**config.mk**
```make
export PLATFORM = sky130hd
export DESIGN_NAME = rtype_decoder
export DESIGN_NICKNAME = d
export VERILOG_FILES = /design/src/rtl/rtype_pkg.sv /design/src/rtl/rtype_alu.sv /design/src/rtl/rtype_decoder.sv
export SDC_FILE = /design/constraint.sdc
export NUM_CORES = 2
export LEC_CHECK = 0
export ABC_AREA = 1
export BUFFER_PORTS_ARGS = -buffer_cell sky130_fd_sc_hd__buf_2
export CORE_ASPECT_RATIO = 0.7
export CORE_MARGIN = 2
export CORE_UTILIZATION = 25
export CTS_BUF_LIST = sky130_fd_sc_hd__clkbuf_2
export CTS_CLUSTER_DIAMETER = 120
export DETAILED_ROUTE_END_ITERATION = 16
export PLACE_DENSITY_LB_ADDON = 0.05
export SLEW_MARGIN = 20
export SYNTH_ARGS = -nofsm -noshare
export SYNTH_HDL_FRONTEND = slang
export SYNTH_SLANG_ARGS = --single-unit
```
**constraint.sdc**
```tcl
create_clock -name clk -period 3.65 [get_ports clk]
set_input_delay 0.5475 -clock clk [delete_from_list [all_inputs] [get_ports clk]]
set_output_delay 0.5475 -clock clk [all_outputs]
set_load 0.05 [all_outputs]
```
**src/rtl/rtype_pkg.sv**
```systemverilog
// rtype_pkg: shared encodings and the instruction-to-ALU-op decoder for the R-type stage.
package rtype_pkg;
  localparam int XLEN = 32;
  localparam int NREGS = 32;
  localparam logic [6:0] OPC_RTYPE = 7'b0110011;
  localparam logic [6:0] F7_BASE = 7'h00;
  localparam logic [6:0] F7_ALT = 7'h20;
  localparam logic [2:0] F3_ADD_SUB = 3'b000;
  localparam logic [2:0] F3_SLL = 3'b001;
  localparam logic [2:0] F3_SLT = 3'b010;
  localparam logic [2:0] F3_SLTU = 3'b011;
  localparam logic [2:0] F3_XOR = 3'b100;
  localparam logic [2:0] F3_SR = 3'b101;
  localparam logic [2:0] F3_OR = 3'b110;
  localparam logic [2:0] F3_AND = 3'b111;
  typedef enum logic [3:0] {ADD, SUB, SLL, SLT, SLTU, XOR, SRL, SRA, OR, AND, ILLEGAL} alu_op_e;
  // An unknown opcode fails the equality test, so X words fall through to ILLEGAL.
  function automatic alu_op_e decode(input logic [XLEN-1:0] ir);
    decode = ILLEGAL;
    if (ir[6:0] == OPC_RTYPE)
      case ({ir[31:25], ir[14:12]})
        {F7_BASE, F3_ADD_SUB}: decode = ADD;
        {F7_ALT, F3_ADD_SUB}:  decode = SUB;
        {F7_BASE, F3_SLL}:     decode = SLL;
        {F7_BASE, F3_SLT}:     decode = SLT;
        {F7_BASE, F3_SLTU}:    decode = SLTU;
        {F7_BASE, F3_XOR}:     decode = XOR;
        {F7_BASE, F3_SR}:      decode = SRL;
        {F7_ALT, F3_SR}:       decode = SRA;
        {F7_BASE, F3_OR}:      decode = OR;
        {F7_BASE, F3_AND}:     decode = AND;
        default:               decode = ILLEGAL;
      endcase
  endfunction
endpackage

```
**src/rtl/rtype_alu.sv**
```systemverilog
// rtype_alu: combinational RV32I R-type ALU; ILLEGAL yields zero.
module rtype_alu
  import rtype_pkg::*;
(
  input  logic [XLEN-1:0] a,
  input  logic [XLEN-1:0] b,
  input  alu_op_e         op,
  output logic [XLEN-1:0] y
);
  always_comb begin
    y = '0;
    case (op)
      ADD:     y = a + b;
      SUB:     y = a - b;
      SLL:     y = a << b[4:0];
      SLT:     y = {31'b0, $signed(a) < $signed(b)};
      SLTU:    y = {31'b0, a < b};
      XOR:     y = a ^ b;
      SRL:     y = a >> b[4:0];
      SRA:     y = $unsigned($signed(a) >>> b[4:0]);
      OR:      y = a | b;
      AND:     y = a & b;
      default: y = '0;
    endcase
  end
endmodule

```
**src/rtl/rtype_decoder.sv**
```systemverilog
// rtype_decoder: 4-phase R-type decode/execute stage with a 32x32 register file.
// Phase 1 captures IR, 2 reads operands, 3 computes, 0 writes back.
module rtype_decoder
  import rtype_pkg::*;
(
  input  logic            clk,
  input  logic            rst_n,
  input  logic [XLEN-1:0] instruction,
  output logic [XLEN-1:0] op1,
  output logic [XLEN-1:0] op2,
  output logic [XLEN-1:0] res,
  output logic [XLEN-1:0] wrt
);
  logic [1:0] phase_q;
  logic [XLEN-1:0] ir_q, op1_q, op2_q, res_q, wrt_q, y;
  logic [XLEN-1:0] x_q [NREGS];
  logic [4:0] rs1, rs2, rd;
  alu_op_e op;
  logic we;
  assign rs1 = ir_q[19:15];
  assign rs2 = ir_q[24:20];
  assign rd = ir_q[11:7];
  assign op = decode(ir_q);
  assign we = (op != ILLEGAL) && (rd != 5'd0);
  rtype_alu u_alu (.a(op1_q), .b(op2_q), .op(op), .y(y));
  // IR holds from phase 1 to the next phase 1, so decode stays valid through writeback.
  always_ff @(posedge clk or negedge rst_n) begin
    if (!rst_n) begin
      phase_q <= 2'd0;
      ir_q <= '0;
      op1_q <= '0;
      op2_q <= '0;
      res_q <= '0;
      wrt_q <= '0;
      for (int i = 0; i < NREGS; i++) x_q[i] <= XLEN'(i);
    end else begin
      phase_q <= phase_q + 2'd1;
      case (phase_q)
        2'd1: ir_q <= instruction;
        2'd2: begin
          op1_q <= (rs1 == 5'd0) ? '0 : x_q[rs1];
          op2_q <= (rs2 == 5'd0) ? '0 : x_q[rs2];
        end
        2'd3: res_q <= y;
        default: begin
          wrt_q <= we ? res_q : '0;
          if (we) x_q[rd] <= res_q;
        end
      endcase
    end
  end
  assign op1 = op1_q;
  assign op2 = op2_q;
  assign res = res_q;
  assign wrt = wrt_q;
endmodule

```
* After elaboration in Yosys (flattened, before gate mapping)
Index checks and enable logic that the tools add are counted.
** Storage, ports and cells
- Output and inout port bits :: 128
- RAM bits :: 0
- Input port bits :: 34
- Bits in read-only memories :: 0
- Register bits after elaboration :: 1186
- Bits in latches :: 0
- Memories :: 0
** Operators by class
- Reduce and logical (&&, ||, !) cells :: 9
- Mux-type cells :: 15
- Magnitude comparators :: 6
- Equality and inequality tests :: 23
- $mul :: 0
- Bitwise logic cells :: 7
- Divide/modulo/power cells :: 0
- Shift operators :: 3
- Add/sub/neg operators :: 3
** Operators with widths (count)
- bitwise mux 1024 bit :: 1
- binary-select mux 32 bit (select 5 bit) :: 2
- case mux 32 bit (10 select lines) :: 1
- 2-to-1 mux 32 bit :: 8
- demux 32 bit (select 5 bit) :: 1
- < comparator 32 bit :: 2
- == test 10 x 3 -> 1 bit, second input constant :: 4
- case mux 4 bit (10 select lines) :: 1
- adder 32 bit :: 1
- bitwise AND 32 bit :: 1
- bitwise OR 32 bit :: 1
- << shifter 32 x 5 -> 32 bit :: 1
- >> shifter 32 x 5 -> 32 bit :: 1
- >>> shifter 32 x 5 -> 32 bit :: 1
- subtractor 32 bit :: 1
- bitwise XOR 32 bit :: 1
- == test 10 x 2 -> 1 bit, second input constant :: 2
- == test 10 x 9 -> 1 bit, second input constant :: 2
- greater-or-equal comparator 6 bit, second input constant :: 3
- inverter 5 -> 6 bit :: 3
- == test 4 x 3 -> 1 bit, second input constant :: 4
- == test 10 x 1 -> 1 bit, second input constant :: 1
- logical NOT 10 bit :: 1
- logical NOT 5 bit :: 2
- 16 further kinds :: 20

* Depth between registers and ports, before layout
- Word-level depth :: 6
- Depth in mapped cells :: 21
- Mapped depth without buffers :: 20

* Modules after synthesis
Synthesis repeated with hierarchy kept, for this count alone.
** Second synthesis, totals
- Cells, all modules :: 11214
- Area, all modules :: 77176.5 µm²
** By module, submodules not included
- rtype_decoder :: seq. area each 29778.6 µm², instances 1, cells each 9138, area an instance 67088.1 µm²
- rtype_alu :: seq. area each 0.0 µm², instances 1, cells each 2076, area an instance 10088.4 µm²

* Worst setup path after synthesis
OpenSTA, ideal clock, no wires.
- Kind :: register -> register
- Start :: reg op2_q[2] (netlist: op2[2])
- End :: reg res_q[17] (netlist: res[17])
- Slack :: 344 ps
- Data required time :: 3532 ps
- Library setup time :: 118 ps
- Cell stages (with the launch flop) :: 20
- Arrival :: 3188 ps
- Cells stage by stage :: dfrtp_1 -> clkinv_1 -> clkbuf_1 -> clkbuf_1 -> ha_1 -> clkbuf_1 -> or2_2 -> nand2_1 -> o21ai_0 -> nand2_1 -> nand2_1 -> nand3_1 -> nand3_1 -> nand2_1 -> nand2_1 -> o21ai_0 -> nor2_1 -> nand2_1 -> nand2_1 -> nand2_1
** Between the ends
- Word-level cells in the longest chain between the ends :: 2
- Elaborated cells between the ends (all ways) :: 6
- Those cells by class :: add/sub (2); shift (3); mux (1)
** Ends and longest elaborated chain
- start, declared :: line rtype_decoder.sv:15 : logic [XLEN-1:0] ir_q, op1_q, op2_q, res_q, wrt_q, y;
- start signal, assigned :: line rtype_decoder.sv:42 : op2_q <= (rs2 == 5'd0) ? '0 : x_q[rs2];
- subtractor 32 bit (tied with other cells) :: line rtype_alu.sv:14 : SUB: y = a - b;
- case mux 32 bit (10 select lines) (*) :: line rtype_alu.sv:12 : case (op)
- end signal, assigned :: line rtype_decoder.sv:44 : 2'd3: res_q <= y;
- end, declared :: line rtype_decoder.sv:15
Every way passes the cells marked *; elsewhere a longest branch is shown, timed or not.
A chain may end at the register's enable or synchronous reset.

* Final worst setup path
- Start :: reg op1_q[16] (netlist: op1[16])
- End :: reg res_q[24] (netlist: res[24])
** Between the ends
- Word-level cells in the longest chain between the ends :: 2
- Elaborated cells between the ends (all ways) :: 6
- Those cells by class :: add/sub (2); shift (3); mux (1)
** Ends and longest elaborated chain
- start, declared :: line rtype_decoder.sv:15
- start signal, assigned :: line rtype_decoder.sv:41 : op1_q <= (rs1 == 5'd0) ? '0 : x_q[rs1];
- subtractor 32 bit (tied with other cells) :: line rtype_alu.sv:14
- case mux 32 bit (10 select lines) (*) :: line rtype_alu.sv:12
Marked as above.

==> flow_summary.json <==
{
  "synth_edf_count": 0,
  "dieHeight_um": 456,
  "finalClockSkew_ps": 142,
  "initial_core_util_pct": 25.2,
  "yosysWarnings": 0,
  "p_comb_share_pct": 21.2,
  "yosysSeqAreaShare_pct": 40.9,
  "clkSinkCount": 1186,
  "p_sw_uw": 11800,
  "slew_violations": 0,
  "postSynthAreaPerCell_um2": 7.11,
  "outcome": "finished clean",
  "max_freq_ghz": 0.279,
  "slew_headroom_pct": 26.0,
  "grt_pass1_vias": 72100,
  "cp.required_ps": 5200,
  "clk_pin_slew_ps": 130,
  "p_leak_uw": 0.0380,
  "power_uw": 30700,
  "gp_congestion": 0.948,
  "drt_iter0_markers": 9148,
  "boundaryPins": 162,
  "hold_path_class": "input port to register",
  "mostFrequentLayoutCells": "nand2_1 (2,924), o21ai_0 (1,518), dfrtp_1 (1,067)",
  "start_kind": "register",
  "finalSetupTns_ps": 0,
  "hold_slack_ps": 244,
  "cts_inserted_buffers": 347,
  "vias": 76600,
  "synth_seq_cells": 1186,
  "final_nets": 10700,
  "antenna_found_initial": 47,
  "fp.dieW_um": 649,
  "setup_viol_count_final": 0,
  "rows": 165,
  "areaGrowthSynthToFinish_pct": 16.0,
  "drive_above_1_share_pct": 13.9,
  "p_clk_share_pct": 35.0,
  "grt_pass1_wl_um": 587000,
  "p_sw_share_pct": 38.5,
  "wire_per_inst_um": 28.7,
  "drc": 0,
  "dieArea_um2": 296000,
  "drv_cap": 0,
  "grt_util_all_layers_pct": 27.7,
  "worstMarginPinSlew_ps": 1110,
  "viasPerCell": 5.22,
  "peakVddDrop_mv": 0.169,
  "endpoint_kind": "register",
  "grt_start_max_net_pins": 110,
  "core_um2": 289000,
  "h-tree-depth": 5,
  "clk_path_buf_depth": 4,
  "ant_nets": 0,
  "rsz0062_at_grt": "no",
  "final-hold-violation-count": 0,
  "intPower_uw": 18900,
  "syn-cell-area_um2": 72800,
  "syn-num-nets": 10400,
  "dr.pass1.iters": 6,
  "synth_cell_types": 56,
  "powerDensity_nw_per_um2": 363,
  "synth-async-reset-ratio_pct": 100,
  "grt_overflow": 0,
  "numPortBuffers": 161,
  "ys.flop_type": "dfrtp_1",
  "insertion_delay_ps": 1720,
  "finalInstanceArea_um2": 84500,
  "worst-path-max-fanout": 7,
  "final_common_cell": "nand2_1",
  "cts_tree": "built",
  "fin_crit_ps": 3590,
  "finalWirelength_um": 421000,
  "netlist_instances": 10300,
  "seqPwrFrac_pct": 43.8,
  "place_area_um2": 80300,
  "cts-root-buf": "clkbuf_2",
  "dpl.hpwl_um": 287000,
  "finalCritPeriodShare_pct": 98.3,
  "crit_type": "register to register",
  "arrival_ps": 5140
}
[routing by layer]
layer	GRT usage [%]	vias up	wire [µm]
li1	-	34900	-
met1	42.9	38000	210000
met2	39.1	3205	169000
met3	4.76	515	31300
met4	6.88	8	10500
met5	0	-	48
[path summary, 6_finish.rpt]
kind,cells past startpoint,slack (ps),startpoint,to
setup / recovery,16,60,op1[16],res[24]
hold / removal,5,240,instruction[22],ir_q[22]
setup reg to reg,16,60,op1[16],res[24]
hold reg to reg,0,380,x_q[1010],x_q[1010]
max in group asynchronous,7,1760,rst_n,x_q[704]
min in group asynchronous,5,530,rst_n,res[14]
[cell families after synthesis]
kind of cell,Yosys count,synth area share [%]
buffers and inverters,1672,9.91
xor gates and xnor gates,30,0.361
and+or+nand+nor,4251,23.6
DFF,1186,40.9
muxes,9,0.137
AOI/OAI and AO/OA,2999,23.3
adders and majority gates,103,1.79
[sequential cells by signal, indices dropped and copies added, names as in the netlist]
register  flops
ir_q         32
res          32
op1          32
wrt          32
op2          32
phase_q       2
x_q        1024
[timing repair]
action / CTS / global route
buffers inserted: 2 / 1
setup endpoints to repair: 37 / 9
gates cloned: 1 / 0
hold endpoints to repair: 1218 / 0
hold buffers: 89 / 0
resized for setup: 41 / 20
[synthesized netlist by cell type, types with 36 or more instances]
| master | n | share of area, % |
|---|---|---|
| ha_1 | 101 | 1.7 |
| a32oi_1 | 64 | 0.77 |
| o21ai_2 | 67 | 0.81 |
| a21oi_1 | 220 | 1.5 |
| o21ai_0 | 1520 | 10 |
| dfstp_2 | 80 | 2.9 |
| a221oi_1 | 188 | 2.3 |
| buf_1 | 75 | 0.39 |
| buf_6 | 103 | 1.6 |
| nand4_1 | 36 | 0.31 |
| nand2_1 | 2924 | 15 |
| buf_2 | 71 | 0.49 |
| nand3_1 | 510 | 3.5 |
| clkbuf_1 | 558 | 2.9 |
| o22ai_1 | 195 | 1.7 |
| dfrtp_1 | 1106 | 38 |
| o21ai_1 | 573 | 3.9 |
| a22o_1 | 60 | 0.72 |
| inv_1 | 836 | 4.3 |
| o211ai_1 | 75 | 0.77 |
| nor2_1 | 686 | 3.5 |
[final cells by class]
type / instances / area, µm²
diodes: 36 / 90.1
clock inverters: 98 / 527
repair buffers: 768 / 7470
flip-flops and latches: 1186 / 29900
inverters: 851 / 3230
multi-input cells: 7392 / 36100
fillers: 31900 / 205000
clock buffers: 495 / 2480
well taps: 3841 / 4810
[power groups by stage]
stage	clock, µW	sequential, µW	combinational, µW
floorplan	0	13800	2980
global placement	0	13700	6320
detailed placement	0	13700	6250
CTS	11300	13400	6370
global route	11900	13500	6940
finish	10700	13400	6520
[through the flow]
step / worst slack [ps] / utilization (%) / std cells
detailed placement: -675 / 27.8 / 13900
finish: 60.9 / 29.2 / 14700
floorplan: 344 / - / 10300
global placement: -711 / 27.8 / 13900
CTS: 0.483 / 29.2 / 14600
global route: 18.5 / 29.2 / 14600
[worst max-delay path: stages (launching register included)]
cell and delay (ps):
dfrtp_2 600, inv_1 220, ha_2 460, inv_1 170, nand2_1 190, nor3_1 330
nand2_1 240, nor3_1 180, nand2_1 160, nand3_1 130, nand2_1 50, nand2_1 60
nor2_1 40, nor2_1 290, nand3_1 200, nand2_1 110, nand2_1 60
Power figures use the tool's default switching activity.
